[src/rtl/button_pulse_gen.sv]
// Debounced multi-channel key interface: synchronizes raw keys, debounces each one
// with its own FSM, and emits registered press/release/auto-repeat pulses.
module button_pulse_gen #(
   parameter int N_BTN        = 2,
   parameter int DB_CYCLES    = 4,
   parameter int REPEAT_DELAY = 8,
   parameter int REPEAT_RATE  = 3,
   parameter int ACTIVE_LOW   = 1
) (
   input  logic             Clk,
   input  logic             Reset,
   input  logic [N_BTN-1:0] btn_in,
   input  logic [N_BTN-1:0] repeat_en,
   output logic [N_BTN-1:0] level,
   output logic [N_BTN-1:0] press_pulse,
   output logic [N_BTN-1:0] release_pulse,
   output logic             pulse_any
);

   localparam int HOLD_MAX = (REPEAT_DELAY > REPEAT_RATE) ? REPEAT_DELAY : REPEAT_RATE;
   localparam int DB_W     = $clog2(DB_CYCLES + 1);
   localparam int HOLD_W   = $clog2(HOLD_MAX + 1);

   typedef enum logic [1:0] {RELEASED, PRESS_DB, HELD, RELEASE_DB} state_t;

   logic [N_BTN-1:0]  pressed_raw;
   logic [N_BTN-1:0]  sync1;
   logic [N_BTN-1:0]  sync2;
   logic [N_BTN-1:0]  press_nxt;
   logic [N_BTN-1:0]  rep;
   state_t            state    [N_BTN];
   logic [DB_W-1:0]   db_cnt   [N_BTN];
   logic [HOLD_W-1:0] hold_cnt [N_BTN];

   assign pressed_raw = (ACTIVE_LOW != 0) ? ~btn_in : btn_in;

   function automatic logic [DB_W-1:0] db_inc(input logic [DB_W-1:0] c);
      return (int'(c) >= DB_CYCLES) ? c : c + 1'b1;
   endfunction

   function automatic logic [HOLD_W-1:0] hold_inc(input logic [HOLD_W-1:0] c);
      return (int'(c) >= HOLD_MAX) ? c : c + 1'b1;
   endfunction

   // Press pulse decision: debounce completion, or a repeat interval expiring while held.
   function automatic logic press_event(input state_t st, input logic s,
                                        input logic [DB_W-1:0] dc,
                                        input logic [HOLD_W-1:0] hc,
                                        input logic r, input logic en);
      case (st)
         RELEASED: return s && (DB_CYCLES == 1);
         PRESS_DB: return s && (int'(dc) + 1 >= DB_CYCLES);
         HELD:     return s && en && (int'(hc) + 1 >= (r ? REPEAT_RATE : REPEAT_DELAY));
         default:  return 1'b0;
      endcase
   endfunction

   always_comb begin
      press_nxt = '0;
      for (int i = 0; i < N_BTN; i++)
         press_nxt[i] = press_event(state[i], sync2[i], db_cnt[i], hold_cnt[i],
                                    rep[i], repeat_en[i]);
   end

   always_ff @(posedge Clk or posedge Reset) begin
      if (Reset) begin
         sync1         <= '0;
         sync2         <= '0;
         level         <= '0;
         press_pulse   <= '0;
         release_pulse <= '0;
         pulse_any     <= 1'b0;
         rep           <= '0;
         for (int i = 0; i < N_BTN; i++) begin
            state[i]    <= RELEASED;
            db_cnt[i]   <= '0;
            hold_cnt[i] <= '0;
         end
      end else begin
         sync1         <= pressed_raw;
         sync2         <= sync1;
         press_pulse   <= press_nxt;
         pulse_any     <= |press_nxt;
         release_pulse <= '0;
         for (int i = 0; i < N_BTN; i++) begin
            case (state[i])
               RELEASED: begin
                  if (sync2[i]) begin
                     if (press_nxt[i]) begin
                        state[i]    <= HELD;
                        level[i]    <= 1'b1;
                        hold_cnt[i] <= '0;
                        rep[i]      <= 1'b0;
                     end else begin
                        state[i]  <= PRESS_DB;
                        db_cnt[i] <= DB_W'(1);
                     end
                  end
               end
               PRESS_DB: begin
                  if (!sync2[i]) begin
                     state[i]  <= RELEASED;
                     db_cnt[i] <= '0;
                  end else if (press_nxt[i]) begin
                     state[i]    <= HELD;
                     level[i]    <= 1'b1;
                     db_cnt[i]   <= '0;
                     hold_cnt[i] <= '0;
                     rep[i]      <= 1'b0;
                  end else begin
                     db_cnt[i] <= db_inc(db_cnt[i]);
                  end
               end
               HELD: begin
                  if (!sync2[i]) begin
                     hold_cnt[i] <= '0;
                     rep[i]      <= 1'b0;
                     if (DB_CYCLES == 1) begin
                        state[i]         <= RELEASED;
                        level[i]         <= 1'b0;
                        release_pulse[i] <= 1'b1;
                     end else begin
                        state[i]  <= RELEASE_DB;
                        db_cnt[i] <= DB_W'(1);
                     end
                  end else if (!repeat_en[i]) begin
                     // Dropping the enable forgets any partial wait; re-enabling starts from the long delay.
                     hold_cnt[i] <= '0;
                     rep[i]      <= 1'b0;
                  end else if (press_nxt[i]) begin
                     hold_cnt[i] <= '0;
                     rep[i]      <= 1'b1;
                  end else begin
                     hold_cnt[i] <= hold_inc(hold_cnt[i]);
                  end
               end
               default: begin
                  if (sync2[i]) begin
                     state[i]    <= HELD;
                     db_cnt[i]   <= '0;
                     hold_cnt[i] <= '0;
                     rep[i]      <= 1'b0;
                  end else if (int'(db_cnt[i]) + 1 >= DB_CYCLES) begin
                     state[i]         <= RELEASED;
                     level[i]         <= 1'b0;
                     release_pulse[i] <= 1'b1;
                     db_cnt[i]        <= '0;
                  end else begin
                     db_cnt[i] <= db_inc(db_cnt[i]);
                  end
               end
            endcase
         end
      end
   end

endmodule

[config.mk]
export PLATFORM = sky130hd
export DESIGN_NAME = button_pulse_gen
export DESIGN_NICKNAME = d
export VERILOG_FILES = /design/src/rtl/button_pulse_gen.sv
export SDC_FILE = /design/constraint.sdc
export NUM_CORES = 1
export LEC_CHECK = 0
export BUFFER_PORTS_ARGS = -buffer_cell sky130_fd_sc_hd__buf_2
export CAP_MARGIN = 10
export CORE_AREA = 2 2 63 65
export DETAILED_ROUTE_END_ITERATION = 8
export DIE_AREA = 0 0 65 67
export PLACE_DENSITY = 0.76
export SETUP_SLACK_MARGIN = 0.2
export SLEW_MARGIN = 20
export SYNTH_ARGS = -nofsm -noshare
export SYNTH_HDL_FRONTEND = slang
export SYNTH_SLANG_ARGS = --single-unit
[constraint.sdc]
create_clock -name Clk -period 3.4 [get_ports Clk]
set_input_delay 0.17 -clock Clk [delete_from_list [all_inputs] [get_ports Clk]]
set_output_delay 0.17 -clock Clk [all_outputs]
set_load 0.02 [all_outputs]
==> flow_metrics.py <==
metrics = {
    "yosys": {
        "yosys.area.top_type": "dfrtp_1",
        "async_flop_share": 1.00,
        "synth_cell_types": 55,
        "syn_nets": 253,
        "synth_enable_flop_cells": 0,
        "synth_ff_type": "dfrtp_1",
        "synth_seq_cells": 31,
        "synth_top_area_share": 0.370,
        "syn_area_um2": 2100,
        "netlist_instances": 222,
        "ys_seq_area_frac": 0.370,
        "syn_avg_cell_area_um2": 9.44,
        "ys_warn_count": 0,
        "synth_area_leaders": "dfrtp_1 (37%), ha_1 (15%), o21ai_0 (4.3%), inv_1 (3.9%), nand2_1 (3.6%)",
    },
    "layout": {
        "fin_area_um2": 2300,
        "final_nets": 269,
        "multi_input_area_um2": 1210,
        "antenna_cells": 0,
        "regArea_um2": 776,
        "final_layout_size_suffix_gt1_frac": 0.151,
        "syn_to_final_growth_pct": 9.85,
        "fillers": 303,
    },
    "clock_network": {
        "cts-htree-levels": 2,
        "ctsResizeCount": 0,
        "cts_root_buf": "clkbuf_8",
        "cts_inserted_buffers": 5,
        "cts_setup_buffers": 0,
        "insertion_delay_ns": 0.29,
        "tritoncts": "yes",
        "clock_sinks": 31,
        "cts.clk_slew.worst_paths_ns": 0.06,
        "clock_path_buffers": 2,
    },
    "outcome": {
        "status": "finished clean",
    },
    "timing": {
        "tns_ns": 0,
        "slew_violations": 0,
        "finClkSkew_ns": 0.00666,
        "fin_crit_ns": 2.63,
        "setup_viol": 0,
        "fin_crit_sh": 0.774,
        "slew_headroom": 0.615,
        "fmax_ghz": 0.380,
        "hold_viol_final": 0,
        "rsz0062_at_grt": "false",
        "worst_slew_pin_slew_ns": 0.578,
        "whs_ns": 0.0191,
    },
    "global_route": {
        "grt_max_degree": 32,
        "grt_overflow": 0,
        "antenna_found_initial": 0,
        "grt_pass1_wl_um": 7020,
        "grt_usage": 0.214,
        "grt_pass1_vias": 1573,
    },
    "critical_path": {
        "max_stage_delay_ns": 0.53,
        "cp.arrival_ns": 2.83,
        "reg2reg_depth": 9,
        "required_ns": 3.60,
        "worstSetupStartpointType": "flip-flop",
        "path_cells": "inv_1 -> ha_1 -> ha_1 -> a2111oi_4 -> o21ai_1 -> a32oi_2 -> inv_1 -> mux2i_1 -> o21ai_0",
        "crit_type": "reg -> reg",
        "worstSetupEndpointType": "flip-flop",
        "cpMaxStageDelayCell": "a32oi_2",
        "critical_path.max_fanout": 12,
    },
    "floorplanning": {
        "io_pins": 13,
        "core_area_um2": 3610,
        "rows": 22,
        "die_h_um": 67,
        "die_w_um": 65,
        "floorplan.initialDensity": 0.581,
        "die_area_um2": 4360,
    },
    "placement": {
        "hpwl_um": 2830,
        "io_buffers": 12,
        "placed_cell_area_um2": 2190,
        "routabilityCongestion": 0.884,
    },
    "detailed_routing": {
        "wl_per_cell_um": 14.1,
        "ant_nets": 0,
        "routed_wl_um": 4040,
        "drt_iter0_drc": 103,
        "via_per_inst": 5.81,
        "dr.pass1.iters": 4,
        "vias": 1667,
        "drc": 0,
    },
    "job": {
        "max-cap-violations": 0,
    },
    "power": {
        "total_power_mw": 1.80,
        "power.density_nw_per_um2": 783,
        "ir_worst_vdd_mv": 0.403,
        "p_leak_nw": 1.08,
    },
    "worst_hold_path": {
        "hold_class": "in -> reg",
        "min_path_cells": 2,
    },
}
[cells in the mapped netlist (3+ instances only)]
master and instances:
ha_1 25, and3_1 3, nand2_1 20, o21ai_1 4, a21oi_1 12, nand2b_1 4, dfrtp_1 31, a31oi_1 4
inv_1 22, a31o_2 3, mux2i_1 3, nor2_1 13, nand3_1 8, o21ai_0 18
[flip-flops by register name, indices dropped and copies added (netlist names), named ones only]
register / count
db_cnt: 6
hold_cnt: 8
level: 2
press_pulse: 2
pulse_any: 1
release_pulse: 2
rep: 2
state: 2
sync1: 2
sync2: 2
[where the power goes]
group / leakage (nW) / switching, mW / internal, mW / total (mW)
logic: 0.633 / 0.526 / 0.382 / 0.908
registers: 0.398 / 0.115 / 0.456 / 0.571
clock network: 0.0515 / 0.139 / 0.185 / 0.324
total: 1.08 / 0.781 / 1.02 / 1.80
[critical path: cells and delay by family, from the launching register on]
| kind | cells | cell delay [ns] |
|---|---|---|
| AO/OA/AOI/OAI | 4 | 1.08 |
| adder cells (fa/ha/maj) | 2 | 0.64 |
| buffers and inverters | 2 | 0.27 |
| flip-flops | 1 | 0.41 |
| multiplexers | 1 | 0.15 |
[worst paths after layout]
check | startpoint | end | slack [ns]
min | btn_in[0] | sync1[0] | 0.02
min in group asynchronous | Reset | db_cnt[0] | 0.49
max | hold_cnt[4] | level[0] | 0.77
min reg2reg | sync1[1] | sync2[1] | 0.35
max reg2reg | hold_cnt[4] | level[0] | 0.77
max in group asynchronous | Reset | hold_cnt[6] | 2.62
[cells in the final DEF, fill, tap and decap left out, types with 2 or more instances in the layout]
master,count
o22a_1,2
o21ai_0,18
a21oi_1,12
and2_1,2
a31oi_1,4
nand2b_1,4
nand3_1,8
dfrtp_1,31
nor2_1,13
buf_2,12
mux2i_1,3
ha_1,25
xnor2_1,2
and3_1,3
o22ai_1,2
a21oi_2,2
nand2_1,20
a211oi_2,2
nor3_1,2
o21ai_1,4
or2_2,2
a31o_2,3
clkbuf_8,7
inv_1,22
a22o_1,2
o32ai_1,2
[layout make-up]
type | count | area share
Clock buffer | 8 | 0.0435
Inverter | 22 | 0.0359
Multi-Input combinational cell | 164 | 0.524
Sequential cell | 31 | 0.337
Tap cell | 48 | 0.0261
Timing Repair Buffer | 14 | 0.0337
[routing by layer]
| metal | global-route usage | up-vias | part of all wire |
|---|---|---|---|
| li1 | - | 830 | - |
| met1 | 0.266 | 800 | 0.47 |
| met5 | 0 | - | 0 |
| met4 | 0.0851 | 0 | 0.016 |
| met2 | 0.356 | 31 | 0.47 |
| met3 | 0.0524 | 6 | 0.038 |
[logic make-up (layout without fill, tap and decap cells)]
| group | Yosys count | count (layout) | synth area share |
|---|---|---|---|
| AO/OA/AOI/OAI | 72 | 72 | 0.254 |
| multiplexers | 4 | 4 | 0.0197 |
| AND/OR/NAND/NOR | 60 | 60 | 0.140 |
| buffers and inverters | 27 | 44 | 0.0543 |
| adder cells (fa/ha/maj) | 25 | 25 | 0.149 |
| XOR/XNOR | 3 | 3 | 0.0125 |
| flip-flops | 31 | 31 | 0.370 |
[per-stage QoR]
stage               cells  setup WS [ns]  utilization
global route          287          0.513        0.638
global placement      278          0.886        0.608
CTS                   287          0.769        0.638
detailed placement    278          0.807        0.608
floorplan             222           1.25            -
finish                287          0.767        0.638
[timing repair]
item | in CTS | in global routing
hold buffers | 1 | 0
endpoints found under the setup margin | 0 | 0
hold endpoints to repair | 31 | 0
Power figures use the tool's default switching activity.
